===== src/rtl/pipe_mux_pkg.sv =====
// Shared constants and helpers for the pipelined mux tree.
package pipe_mux_pkg;
    localparam int MAX_NCH = 64;

    typedef logic [15:0] cnt_t;

    // Number of words left after level k has reduced its inputs.
    function automatic int lvl_words(input int nch, input int k);
        return nch >> (k + 1);
    endfunction
endpackage


===== src/rtl/pipe_mux_level.sv =====
// One registered 2:1 reduction stage: NIN words in, NIN/2 words out.
// It also carries the valid bit and the select bits still needed by later levels.
module pipe_mux_level
    import pipe_mux_pkg::*;
#(
    parameter int WIDTH  = 4,
    parameter int NIN    = 4,
    parameter int SELREM = 1
) (
    input  logic                                   clk,
    input  logic                                   rst_n,
    input  logic                                   en,
    input  logic [NIN*WIDTH-1:0]                   d,
    input  logic [SELREM:0]                        sel,
    input  logic                                   v_in,
    output logic [lvl_words(NIN, 0)*WIDTH-1:0]     q,
    output logic [((SELREM > 0) ? SELREM : 1)-1:0] sel_q,
    output logic                                   v_q
);
    localparam int NOUT = lvl_words(NIN, 0);

    logic [NOUT*WIDTH-1:0] nxt;

    always_comb begin
        nxt = '0;
        for (int j = 0; j < NOUT; j++) begin
            nxt[j*WIDTH +: WIDTH] = sel[0] ? d[(2*j+1)*WIDTH +: WIDTH]
                                           : d[(2*j)*WIDTH +: WIDTH];
        end
    end

    always_ff @(posedge clk) begin
        if (!rst_n) begin
            q   <= '0;
            v_q <= 1'b0;
        end else if (en) begin
            q   <= nxt;
            v_q <= v_in;
        end
    end

    generate
        if (SELREM > 0) begin : g_sel
            always_ff @(posedge clk) begin
                if (!rst_n) begin
                    sel_q <= '0;
                end else if (en) begin
                    sel_q <= sel[SELREM:1];
                end
            end
        end else begin : g_nosel
            // Last level: every select bit has been consumed.
            assign sel_q = '0;
        end
    endgenerate
endmodule


===== src/rtl/pipe_mux_tree.sv =====
// Pipelined NCH:1 mux tree with valid/ready handshake and a global stall enable.
// Optional accepted-output counter is enabled by defining PIPE_MUX_CNT_EN.
module pipe_mux_tree
    import pipe_mux_pkg::*;
#(
    parameter int WIDTH = 4,
    parameter int NCH   = 4,
    localparam int SELW = $clog2(NCH)
) (
    input  logic                 clk,
    input  logic                 rst_n,
    input  logic [NCH*WIDTH-1:0] in_data,
    input  logic [SELW-1:0]      in_sel,
    input  logic                 in_valid,
    output logic                 in_ready,
    output logic [WIDTH-1:0]     out_data,
    output logic                 out_valid,
    input  logic                 out_ready,
    output logic [15:0]          xfer_cnt
);
    // All level word vectors are packed back to back: level k input starts at
    // word 2*NCH - (2*NCH >> k). Select slices are packed the same way, with one
    // spare bit at the end for the last level's (empty) select output.
    localparam int DBUS_W = (2*NCH - 1) * WIDTH;
    localparam int SBUS_W = SELW * (SELW + 1) / 2 + 1;

    logic [DBUS_W-1:0] dbus;
    logic [SBUS_W-1:0] sbus;
    logic [SELW:0]     vbus;
    logic              en;

    assign en       = !out_valid || out_ready;
    assign in_ready = en;

    assign dbus[NCH*WIDTH-1:0] = in_data;
    assign sbus[SELW-1:0]      = in_sel;
    assign vbus[0]             = in_valid;

    generate
        for (genvar k = 0; k < SELW; k++) begin : g_lvl
            localparam int DOFF  = 2*NCH - ((2*NCH) >> k);
            localparam int DOFFN = 2*NCH - ((2*NCH) >> (k + 1));
            localparam int SOFF  = k*SELW - (k*(k-1))/2;
            localparam int SOFFN = (k+1)*SELW - ((k+1)*k)/2;
            localparam int SQW   = (SELW - k - 1 > 0) ? (SELW - k - 1) : 1;

            pipe_mux_level #(
                .WIDTH  (WIDTH),
                .NIN    (NCH >> k),
                .SELREM (SELW - k - 1)
            ) u_level (
                .clk   (clk),
                .rst_n (rst_n),
                .en    (en),
                .d     (dbus[DOFF*WIDTH +: (NCH >> k)*WIDTH]),
                .sel   (sbus[SOFF +: SELW - k]),
                .v_in  (vbus[k]),
                .q     (dbus[DOFFN*WIDTH +: lvl_words(NCH, k)*WIDTH]),
                .sel_q (sbus[SOFFN +: SQW]),
                .v_q   (vbus[k+1])
            );
        end
    endgenerate

    assign out_data  = dbus[(2*NCH - 2)*WIDTH +: WIDTH];
    assign out_valid = vbus[SELW];

`ifdef PIPE_MUX_CNT_EN
    cnt_t cnt;

    always_ff @(posedge clk) begin
        if (!rst_n) begin
            cnt <= '0;
        end else if (out_valid && out_ready) begin
            cnt <= cnt + 16'd1;
        end
    end

    assign xfer_cnt = cnt;
`else
    assign xfer_cnt = 16'h0000;
`endif
endmodule


===== config.mk =====
export PLATFORM = sky130hd
export DESIGN_NAME = pipe_mux_tree
export DESIGN_NICKNAME = d
export VERILOG_FILES = /design/src/rtl/pipe_mux_pkg.sv /design/src/rtl/pipe_mux_level.sv /design/src/rtl/pipe_mux_tree.sv
export SDC_FILE = /design/constraint.sdc
export NUM_CORES = 1
export LEC_CHECK = 0
export ABC_CLOCK_PERIOD_IN_PS = 1140
export BUFFER_PORTS_ARGS = -buffer_cell sky130_fd_sc_hd__clkbuf_2
export CAP_MARGIN = 10
export CORE_MARGIN = 10
export CORE_UTILIZATION = 42
export CTS_CLUSTER_DIAMETER = 80
export DETAILED_ROUTE_END_ITERATION = 8
export PLACE_DENSITY = 0.76
export SYNTH_ARGS = -nofsm -noshare
export SYNTH_HDL_FRONTEND = slang
export SYNTH_SLANG_ARGS = --single-unit

===== constraint.sdc =====
create_clock -name clk -period 1.14 [get_ports clk]
set_input_delay 0.228 -clock clk [delete_from_list [all_inputs] [get_ports clk]]
set_output_delay 0.228 -clock clk [all_outputs]
set_load 0.01 [all_outputs]

* Word-level counts from Yosys, hierarchy flattened
Index checks and enable logic that the tools add are counted.
Cells by class: multiplexer cells 3, reductions and logical operators 2
Operators by type and width (number):
- $mux 4 | 3
- $logic_not 1->1 | 1
- $logic_or 1x1->1 | 1
Word-level totals: logic and storage cells 10, register bits after elaboration 15

* Longest topological paths before layout
depth after elaboration 2, mapped depth 5, mapped depth without buffers 3

* Modules after synthesis
Synthesis repeated with hierarchy kept, for this count alone.
Unflattened totals: cells, all modules 82, area total of the unflattened synthesis 789.5 sq um
Modules (own cells, without submodules):
- pipe_mux_level (g_lvl[0].u_level) | area each 439.2 sq um, times used 1, seq. area each 200.2 sq um, cells an instance 41
- pipe_mux_level (g_lvl[1].u_level) | area each 220.2 sq um, times used 1, seq. area each 100.1 sq um, cells an instance 23
- pipe_mux_tree | area each 130.1 sq um, times used 1, seq. area each 0.0 sq um, cells an instance 18

* Least setup slack after synthesis
OpenSTA, ideal clock, no wires.
kind register to register, start register g_lvl[1].u_level.v_q, end register g_lvl[0].u_level.q[0], required time 1022 ps, period minus slack after synthesis 982 ps, data arrival time 864 ps, stages on the path, launching flop included 6, slack 158 ps, cells stage by stage dfxtp_1 -> nand2b_4 -> buf_6 -> buf_12 -> o21ai_2 -> a21oi_2
On the way: word-level cells in the longest chain between the ends 2
RTL lines:
- start: declaration | RTL line pipe_mux_level.sv:18 | output logic v_q
- start signal: assignment | RTL line pipe_mux_level.sv:38 | v_q <= v_in;
- $logic_not 1->1 | RTL line pipe_mux_tree.sv:32 | assign en = !out_valid || out_ready;
- $logic_or 1x1->1 | RTL line pipe_mux_tree.sv:32
- end signal: assignment | RTL line pipe_mux_level.sv:37 | q <= nxt;
- end: declaration | RTL line pipe_mux_level.sv:16 | output logic [lvl_words(NIN, 0)*WIDTH-1:0] q,
No other way between the ends. A chain may end at the register's enable or synchronous reset.

* Worst setup path after layout
start register g_lvl[1].u_level.v_q, end output in_ready
On the way: word-level cells in the longest chain between the ends 2
RTL lines:
- $logic_not 1->1 | RTL line pipe_mux_tree.sv:32
- $logic_or 1x1->1 | RTL line pipe_mux_tree.sv:32
- end: declaration | RTL line pipe_mux_tree.sv:15 | output logic in_ready,
No other way between the ends.

==> results.yml <==
placement:
  dpl_cell_area_um2: 876
  dp_hpwl_um: 1280
  port_buffers: 27
  dp.cells: 128
  place_congestion: 0.688
setup_path:
  reg2reg_setup_slack_ns: 0.11
  r2r_cells: 4
  reg2reg_to: "g_lvl[0].u_level.v_q"
  crit_type: "reg -> out"
  start_kind: "flop"
  required_ns: 0.91
  cp.arrival_ns: 0.87
  path_max_fanout: 3
  crit-reg2reg-launch: "g_lvl[1].u_level.v_q"
  end_kind: "output pin"
sta:
  hold_viol_final: 0
  fin_setup_tns_ns: 0
  fin_skew_ns: 0.00547
  layout_min_cycle_time_ns: 1.09
  slew_viol_final: 0
  setup_viol: 0
  fin_crit_sh: 0.960
  rsz0062_at_grt: "false"
  fmax_mhz: 914
yosys:
  synth_seq_area_share: 0.348
  synthCells: 85
  ys_types: 16
  synth_top_area_frac: 0.348
  avgSynthCellArea_um2: 10.2
  ys_ff_latch: 15
  yosysTopAreaCell: "dfxtp_1"
  synth_area_um2: 863
  synth_area_leaders: "dfxtp_1, buf_4, mux2i_1"
  yosys_warnings: 0
clocking:
  hold_buffers: 0
  root_buffer: "clkbuf_4"
  h-tree-depth: 1
  clk_latency_ns: 0.29
  cts_buffers: 3
  cts_tree: "yes"
  cts_sinks: 15
  clock_path_buffers: 2
  clk_pin_slew_ns: 0.09
global_route:
  antenna_found_initial: 0
  grt_pass1_wl_um: 2920
  grt-ovfl-total: 0
  grt.total_usage: 0.0865
  grt_pass1_vias: 655
  grt_max_degree: 16
cells_and_area:
  final_cell_mix: "clkbuf_2, conb_1, mux2i_1, dfxtp_1"
  layout_commonest_cell: "clkbuf_2"
  area_growth_pct: 7.54
  layout.nets: 130
  drive_gt1_frac: 0.439
  final_cell_count_no_fill: 134
  design_area_um2: 928
  diodes: 0
worst_hold_path:
  whs_path_depth: 3
  min_path_type: "in -> reg"
  worstHoldEndpoint: "g_lvl[0].u_level.sel_q"
  min-delay-start: "in_sel[1]"
route:
  vias_per_cell: 4.51
  drt_wl_total_um: 1760
  drcViolationCount: 0
  initialDrtViolationCount: 2
  ant_nets: 0
  first_pass_iters: 2
  vias: 604
  routedWlPerCell_um: 13.2
die:
  ios: 44
  rows: 16
  dieWidth_um: 65.3
  dieArea_um2: 4270
  start_util: 0.440
  dieHeight_um: 65.3
  core_area_um2: 1960
status:
  status: "finished, final reports clean"
job:
  drv_cap: 0
power_and_ir_drop:
  ir_drop_mv: 0.654
  power_mw: 1.10
  leakagePower_nw: 0.452
  power-per-cell-area_nw_per_um2: 1180
how the worst max path moves through the flow:
| stage | endpoint | cells after the start | slack [ns] | start |
|---|---|---|---|---|
| floorplan | g_lvl[0].u_level.q[0] | 5 | 0.16 | g_lvl[1].u_level.v_q |
| global placement | in_ready | 3 | 0.07 | out_ready |
| detailed placement | in_ready | 3 | 0.06 | out_ready |
| CTS | in_ready | 2 | 0.01 | g_lvl[1].u_level.v_q |
| global route | in_ready | 2 | 0.007 | g_lvl[1].u_level.v_q |
| finish | in_ready | 2 | 0.05 | g_lvl[1].u_level.v_q |
area by class of cell:
cell class / instances / area, um^2
tap: 27 / 33.8
fill: 204 / 1030
inverter: 1 / 3.75
timing repair buffer: 28 / 149
clock buffer: 4 / 26.3
multi-input combinational: 59 / 412
sequential: 15 / 304
state kept, by name, indices dropped and copies added, names as in the netlist:
register / flops
g_lvl.u_level.v_q: 2
g_lvl.u_level.sel_q: 1
g_lvl.u_level.q: 12
Yosys cell counts:
cell       n
nand2b_4   1
clkbuf_4   1
o21ai_0    6
o21ai_2    6
conb_1     1
buf_6      2
nor2b_1    2
a21boi_2   1
a21oi_1    6
dfxtp_1   15
buf_2      1
a21oi_2    6
buf_12     1
mux2i_1   14
buf_4     21
inv_1      1
report_power, final:
group | internal, mW | total, mW | leakage (nW) | switching, mW
clock network | 0.136 | 0.305 | 0.0150 | 0.169
registers | 0.564 | 0.593 | 0.125 | 0.0289
logic | 0.0922 | 0.202 | 0.311 | 0.109
total | 0.793 | 1.10 | 0.452 | 0.307
layer usage:
layer | part of all wire | GRT usage
met1 | 0.43 | 0.0905
met2 | 0.43 | 0.129
met3 | 0.13 | 0.0661
met4 | 0.0091 | 0.0321
met5 | 0 | 0
what timing repair did:
item,in CTS,in global routing
pin swaps,0,0
cloned,1,0
resized for setup,1,4
buffers inserted,1,0
endpoints found under the setup margin,1,1
through the flow:
stage	setup slack [ns]	util	hold slack, ns
global route	0.00669	0.473	0.227
floorplan	0.158	-	0.356
detailed placement	0.0582	0.446	0.442
finish	0.0457	0.473	0.196
CTS	0.0116	0.469	0.187
global placement	0.0659	0.446	0.436
worst max-delay path, cell delays in order (launching register included):
cell      delay (ns)
dfxtp_4         0.38
nand2b_4        0.07
buf_6           0.12
kinds of logic after synthesis:
family,count (synthesis),synth area share
and+or+nand+nor,3,0.0304
buffers and inverters,27,0.251
AOI/OAI and AO/OA,25,0.204
muxes,14,0.162
other,1,0.00434
DFF,15,0.348
Power figures use the tool's default switching activity.
